$ cat config.mk
export PLATFORM = sky130hd
export DESIGN_NAME = pdm_cic_rx
export DESIGN_NICKNAME = d
export VERILOG_FILES = /design/src/rtl/pdm_pkg.sv /design/src/rtl/pdm_edge_sync.sv /design/src/rtl/pdm_cic_rx.sv
export SDC_FILE = /design/constraint.sdc
export NUM_CORES = 1
export LEC_CHECK = 0
export CAP_MARGIN = 10
export CORE_ASPECT_RATIO = 0.8
export CORE_MARGIN = 2
export CORE_UTILIZATION = 65
export CTS_CLUSTER_DIAMETER = 60
export DETAILED_ROUTE_END_ITERATION = 6
export PLACE_DENSITY = 0.85
export SETUP_SLACK_MARGIN = 0.15
export SYNTH_ARGS = -nofsm -noshare
export SYNTH_HDL_FRONTEND = slang
export SYNTH_SLANG_ARGS = --single-unit
$ cat constraint.sdc
create_clock -name clk -period 22.5 [get_ports clk]
set_input_delay 4.5 -clock clk [delete_from_list [all_inputs] [get_ports clk]]
set_output_delay 4.5 -clock clk [all_outputs]
set_load 0.02 [all_outputs]
$ cat src/rtl/pdm_pkg.sv
// Shared constants, accumulator type, FSM states and output saturation helper
// for the PDM-to-PCM CIC receiver.
package pdm_pkg;

  localparam int unsigned CIC_ORDER = 3;
  localparam int unsigned ACC_W     = 32;
  localparam int unsigned RMAX      = 256;
  localparam int unsigned WIDE_W    = 2 * ACC_W;

  typedef logic signed [ACC_W-1:0] acc_t;

  typedef enum logic {
    ST_FILL = 1'b0,
    ST_RUN  = 1'b1
  } state_e;

  localparam acc_t ACC_MAX = {1'b0, {(ACC_W-1){1'b1}}};
  localparam acc_t ACC_MIN = {1'b1, {(ACC_W-1){1'b0}}};

  // Clamp a widened, shifted comb result into the signed accumulator range.
  function automatic acc_t sat_acc(input logic signed [WIDE_W-1:0] v);
    if (v > WIDE_W'(ACC_MAX)) begin
      return ACC_MAX;
    end else if (v < WIDE_W'(ACC_MIN)) begin
      return ACC_MIN;
    end
    return v[ACC_W-1:0];
  endfunction

endpackage

$ cat src/rtl/pdm_edge_sync.sv
// Two-flop synchronizer for a slow asynchronous clock-like input, followed by
// a rising-edge detector that produces a single-clk pulse.
module pdm_edge_sync (
  input  logic clk,
  input  logic rstn,
  input  logic d_i,
  output logic pulse_c
);

  logic [1:0] sync_q;
  logic       prev_q;

  always_ff @(posedge clk or negedge rstn) begin
    if (!rstn) begin
      sync_q <= 2'b00;
      prev_q <= 1'b0;
    end else begin
      sync_q <= {sync_q[0], d_i};
      prev_q <= sync_q[1];
    end
  end

  assign pulse_c = sync_q[1] & ~prev_q;

endmodule

$ cat src/rtl/pdm_cic_rx.sv
// Third-order CIC decimator turning a 1-bit PDM stream into PCM samples.
// Define PDM_CIC_RX_OVF_EN to add the sticky decimation-ratio overflow flag ovf.
module pdm_cic_rx
  import pdm_pkg::*;
(
  input  logic        clk,
  input  logic        rstn,
  input  logic        sdi,
  input  logic        ock,
  input  logic        uck,
  input  logic        signed_data,
  input  logic [4:0]  shift,
  output logic [31:0] dout,
  output logic        dout_vld
`ifdef PDM_CIC_RX_OVF_EN
  ,
  output logic        ovf
`endif
);

  logic       ock_p;
  logic       uck_p;
  logic [1:0] sdi_q;

  acc_t integ_q [CIC_ORDER];
  acc_t integ_d [CIC_ORDER];
  acc_t dly_q   [CIC_ORDER];
  acc_t dly_d   [CIC_ORDER];
  acc_t comb_y;
  acc_t sat_s;
  logic signed [WIDE_W-1:0] scaled;
  logic [ACC_W-1:0] dout_d;

  state_e     state_q;
  logic [1:0] fill_cnt_q;
  logic [ACC_W-1:0] dout_q;
  logic       dout_vld_q;

  pdm_edge_sync u_ock_sync (
    .clk     (clk),
    .rstn    (rstn),
    .d_i     (ock),
    .pulse_c (ock_p)
  );

  pdm_edge_sync u_uck_sync (
    .clk     (clk),
    .rstn    (rstn),
    .d_i     (uck),
    .pulse_c (uck_p)
  );

  // Integrate first so a coincident comb sees the post-update I3.
  always_comb begin
    integ_d = integ_q;
    if (ock_p) begin
      integ_d[0] = integ_q[0] + (sdi_q[1] ? acc_t'(1) : acc_t'(-1));
      for (int unsigned k = 1; k < CIC_ORDER; k++) begin
        integ_d[k] = integ_q[k] + integ_d[k-1];
      end
    end
    comb_y = integ_d[CIC_ORDER-1];
    for (int unsigned k = 0; k < CIC_ORDER; k++) begin
      dly_d[k] = comb_y;
      comb_y   = comb_y - dly_q[k];
    end
    scaled = WIDE_W'(comb_y) <<< shift;
    sat_s  = sat_acc(scaled);
    dout_d = signed_data ? sat_s : {~sat_s[ACC_W-1], sat_s[ACC_W-2:0]};
  end

  always_ff @(posedge clk or negedge rstn) begin
    if (!rstn) begin
      sdi_q <= 2'b00;
      for (int unsigned k = 0; k < CIC_ORDER; k++) begin
        integ_q[k] <= '0;
        dly_q[k]   <= '0;
      end
    end else begin
      sdi_q   <= {sdi_q[0], sdi};
      integ_q <= integ_d;
      if (uck_p) begin
        dly_q <= dly_d;
      end
    end
  end

  // FILL waits out three decimation periods so the comb delays hold real history.
  always_ff @(posedge clk or negedge rstn) begin
    if (!rstn) begin
      state_q    <= ST_FILL;
      fill_cnt_q <= 2'd0;
      dout_q     <= '0;
      dout_vld_q <= 1'b0;
    end else begin
      dout_vld_q <= 1'b0;
      case (state_q)
        ST_FILL: begin
          if (uck_p) begin
            fill_cnt_q <= fill_cnt_q + 2'd1;
            if (fill_cnt_q == 2'd2) begin
              state_q <= ST_RUN;
            end
          end
        end
        ST_RUN: begin
          if (uck_p) begin
            dout_q     <= dout_d;
            dout_vld_q <= 1'b1;
          end
        end
        default: state_q <= ST_FILL;
      endcase
    end
  end

  assign dout     = dout_q;
  assign dout_vld = dout_vld_q;

`ifdef PDM_CIC_RX_OVF_EN
  logic [8:0] ock_cnt_q;
  logic       ovf_q;

  // Counts bit clocks per output period; saturates so it never wraps back under RMAX.
  always_ff @(posedge clk or negedge rstn) begin
    if (!rstn) begin
      ock_cnt_q <= 9'd0;
      ovf_q     <= 1'b0;
    end else begin
      if (uck_p) begin
        ock_cnt_q <= 9'd0;
      end else if (ock_p && (ock_cnt_q != 9'h1FF)) begin
        ock_cnt_q <= ock_cnt_q + 9'd1;
      end
      if (ock_cnt_q > 9'(RMAX)) begin
        ovf_q <= 1'b1;
      end
    end
  end

  assign ovf = ovf_q;
`endif

endmodule

Word-level counts from Yosys, hierarchy flattened

Cells that the tools add are included.

Bits of input ports: 11
Logic and storage cells: 47
Output and inout port bits: 33
Bits in registers: 236

Equal/unequal tests: 1
Reductions and logical operators: 2
Shift-type cells: 1
Mux-type cells: 13
Bitwise operators: 6
Add/subtract/negate cells: 7
Magnitude comparators: 2

Operator list:

| cell                                                         | count |
|---|---|
| 2-to-1 mux 32 bit                                            | 6 |
| adder 32 bit                                                 | 3 |
| subtractor 32 bit                                            | 3 |
| > comparator 64 x 32 -> 1 bit, second input constant         | 1 |
| less-than comparator 64 x 32 -> 1 bit, second input constant | 1 |
| <<< shifter 32 x 5 -> 64 bit                                 | 1 |
| 2-to-1 mux 1 bit                                             | 7 |
| NOT 1 bit                                                    | 4 |
| AND reduction 2 bit                                          | 2 |
| adder 2 x 1 -> 2 bit, second input constant                  | 1 |
| AND 1 bit                                                    | 2 |
| equality test 2 bit, second input constant                   | 1 |

Depth between registers and ports, before layout

Depth in word-level cells: 15
Gate-level depth with buffers: 66
Mapped depth without buffers: 64

Cells and area by module

From an unflattened synthesis, not the netlist that was laid out.

Cell total of the unflattened synthesis: 2364
Area, all modules: 20030.5 sq um

By module, submodules not included:

| module        | area each (sq um) | instances | cells each | seq. area each (sq um) |
|---|---|---|---|---|
| pdm_cic_rx    | 19852.8           | 1         | 2356       | 5755.5 |
| pdm_edge_sync | 88.8              | 2         | 4          | 75.1 |

Worst setup path after synthesis

OpenSTA, ideal clock, no wires.

Path type: reg2reg
Start: register sdi_q[1]
End: register dout_q[9] (netlist: dout[9])
Stages on the path, launching flop included: 63
Setup time: 0.073 ns
Data arrival time: 11.963 ns
Period minus slack after synthesis: 12.036 ns
Buffers on the path: 3
Slack: 10.464 ns
Required time: 22.427 ns
Cell sequence: dfrtp_1 -> inv_1 -> ha_1 -> a21o_1 -> a21oi_1 -> o21bai_1 -> a21oi_1 -> o21bai_1 -> a21oi_1 -> o21bai_1 -> a21bo_2 -> a21oi_1 -> o21bai_1 -> a21oi_1 -> o211ai_1 -> xor2_1 -> ha_1 -> a211oi_2 -> (+27 left out) -> a211oi_1 -> nand2b_1 -> o21ai_0 -> a211oi_2 -> o21a_1 -> o21a_1 -> or3_1 -> nand2_2 -> xnor2_4 -> xor2_2 -> buf_2 -> a221oi_1 -> nor4_1 -> nand4_1 -> o31a_1 -> buf_6 -> or3_1 -> a21oi_2

RTL lines:

| item                     | line              | text |
|---|---|---|
| start: declaration       | pdm_cic_rx.sv:23  | `logic [1:0] sdi_q;` |
| start signal: assignment | pdm_cic_rx.sv:80  | `sdi_q <= {sdi_q[0], sdi};` |
| end signal: assignment   | pdm_cic_rx.sv:108 | `dout_q <= dout_d;` |
| end: declaration         | pdm_cic_rx.sv:36  | `logic [ACC_W-1:0] dout_q;` |

==> run summary <==
layout cells sized above 1 = 10.0%
CTS root buffer = clkbuf_16
non-filler cells in the finished layout = 2716
unrepaired setup endpoints after global routing = false
worst min path class = reg -> reg
number of gates resized after CTS = 0
DRT antenna net count = 0
#FFs+latches synth = 236
async set-or-reset flop fraction in the synthesized netlist = 100%
Slew Limit Fails = 0
area leader, netlist = dfrtp_1
TritonCTS sink count = 236
average size of a mapped cell = 8.73 um2
YS warnings = 0
fin crit share = 66.2%
critical path required time = 22.91 ns
Core ar. = 30200 um2
CTS tree = built
width of the die = 199 um
Row Count = 57
final hold vios = 0
Worst path most repeated cell = a21oi_1
Seq/Total Area, Yosys = 29.8%
Slowest cell on crit path = and2_1
via count = 16824
f_max = 67.2 MHz
# setup viols final = 0
clk_lat worst skew = 0.57 ns
die area = 31900 um2
Post-CTS Setup Inserts = 0
H-tree depth = 1
relative slew slack = 29.1%
Port Buf Inserts = 43
largest net degree at the start of global routing = 120
Crit. End Element = flop
number of fill cells = 2185
synth unique cells = 91
IO Count = 44
Clock Tree Buf Depth = 3
Worst R2R Path Depth = 59
CP startpoint kind = flop
Overflow after GRT = 0
clock transition at the registers of the reported paths = 0.06 ns
Nets = 2488
worst hold stages = 0
outcome = finished clean
# hold bufs at CTS = 0
Top FF cell, synth = dfrtp_1
Inserted Clock Buffers = 28
first-pass detailed-route iteration total = 7
global-route wire length before repair = 81.0 mm
commonest non-fill, non-tap cell in the layout = dfrtp_1
DR WL/cell = 17.8 um
Via density = 6.19
Area Overhead vs Synth = 8.76%
crit path DAT = 15.29 ns
Min Clock Period, post-route = 14.89 ns
Synth Instances = 2268
Worst Skew = 0.0186 ns
Die H = 160 um
DRT iter0 DRCs = 1314
RePlAce Congestion = 1.01
worst-margin pin slew = 1.06 ns
initial antenna violation count = 0
most frequent cells in the layout = dfrtp_1 (236), nand2_1 (235), o21ai_0 (197), ha_1 (191), nor2_1 (165)
vias in the first global route = 16428
Remaining DRCs = 0
DP Cell Count = 2663
Initial Utilization = 65.6%
WS Path Type = reg -> reg
largest cells by area after synthesis = dfrtp_1 (30%), ha_1 (12%), mux2_2 (5.4%), o21ai_0 (5.0%), xnor2_1 (4.6%)
max_cap viols = 0
Post-DP HPWL = 35.2 mm
top cell type's share of synthesized area = 29.8%
CP max FO = 32
number of synthesized flops with an enable pin = 0
synthesized cell area = 19800 um2
Post-Syn Nets = 2476
final WL = 48.3 mm
setup_tns = 0 ns
GRT Overall Usage = 30.6%
CP max stage delay = 0.66 ns
[final cells by class]
type                    count  area (um2)  area share (%)
clock inverters            13         159           0.738
multi-input cells        1792       13000            60.3
inverters                 165         619            2.88
well taps                 413         517            2.40
clock buffers              39         813            3.78
diodes                      1        2.50          0.0116
repair buffers             57         541            2.51
flip-flops and latches    236        5910            27.4
[logic make-up after synthesis]
group           share of synthesized area (%)
buf+inv                                  4.71
mux                                      9.46
simple gates                             14.1
compound gates                           22.1
fa+ha+maj                                12.7
xor+xnor                                 7.15
flops                                    29.8
[stage by stage]
step	hold slack, ns	utilization (%)	worst slack (ns)	area [um2]
after floorplan	0.331	-	10.46	19800
after global placement	0.335	68.1	8.41	20600
after detailed placement	0.338	68.1	8.05	20600
after CTS	0.361	71.4	7.98	21500
after global routing	0.362	71.4	6.60	21500
final	0.358	71.4	7.61	21500
[cell usage after synthesis, drive strengths merged, types with 21 or more instances]
cell type  instances
nor2             168
buf               21
nand2            236
xor2              48
a21oi            154
a21o              57
o21ai            208
a211oi            33
nor2b             24
mux2i             45
nand3             24
o31ai             23
a21boi            22
ha               191
nor3              44
dfrtp            236
clkbuf            54
inv              165
a31oi             24
xnor2            107
o21a              42
mux2              96
[layer usage]
layer	part of all wire, %	up-vias	track usage (%)
met5	0	-	0
met4	2.0	0	6.28
met2	44	506	47.1
met3	6.4	76	6.10
li1	-	8149	-
met1	48	8093	44.8
[path summary, 6_finish.rpt]
kind	from	to	slack, ns
max	sdi_q[1]$_DFF_PN0_	dout[30]$_DFFE_PN0P_	7.61
min	sdi_q[0]$_DFF_PN0_	sdi_q[1]$_DFF_PN0_	0.36
max reg2reg	sdi_q[1]$_DFF_PN0_	dout[30]$_DFFE_PN0P_	7.61
min reg2reg	sdi_q[0]$_DFF_PN0_	sdi_q[1]$_DFF_PN0_	0.36
max in group asynchronous	rstn	integ_q[77]$_DFFE_PN0P_	17.04
min in group asynchronous	rstn	dly_q[34]$_DFFE_PN0P_	3.96
[flip-flops by register name, indices dropped and copies added, names as in the netlist]
| signal | count |
|---|---|
| dout_vld | 1 |
| u_uck_sync.prev_q | 1 |
| dout | 32 |
| sdi_q | 2 |
| integ_q | 96 |
| u_ock_sync.prev_q | 1 |
| dly_q | 96 |
| fill_cnt_q | 2 |
| u_ock_sync.sync_q | 2 |
| state_q | 1 |
| u_uck_sync.sync_q | 2 |
[critical path, delay by kind of cell (launching register included)]
kind / cells / cell delay [ns]
flip-flops: 1 / 0.39
buffers and inverters: 3 / 0.67
adder cells (fa/ha/maj): 6 / 2.27
XOR/XNOR: 5 / 0.76
AND/OR/NAND/NOR: 12 / 2.57
AO/OA/AOI/OAI: 33 / 8.01
Power is not shown: default switching activity piles up to over one toggle a cycle in this logic, so the estimate is an artifact.
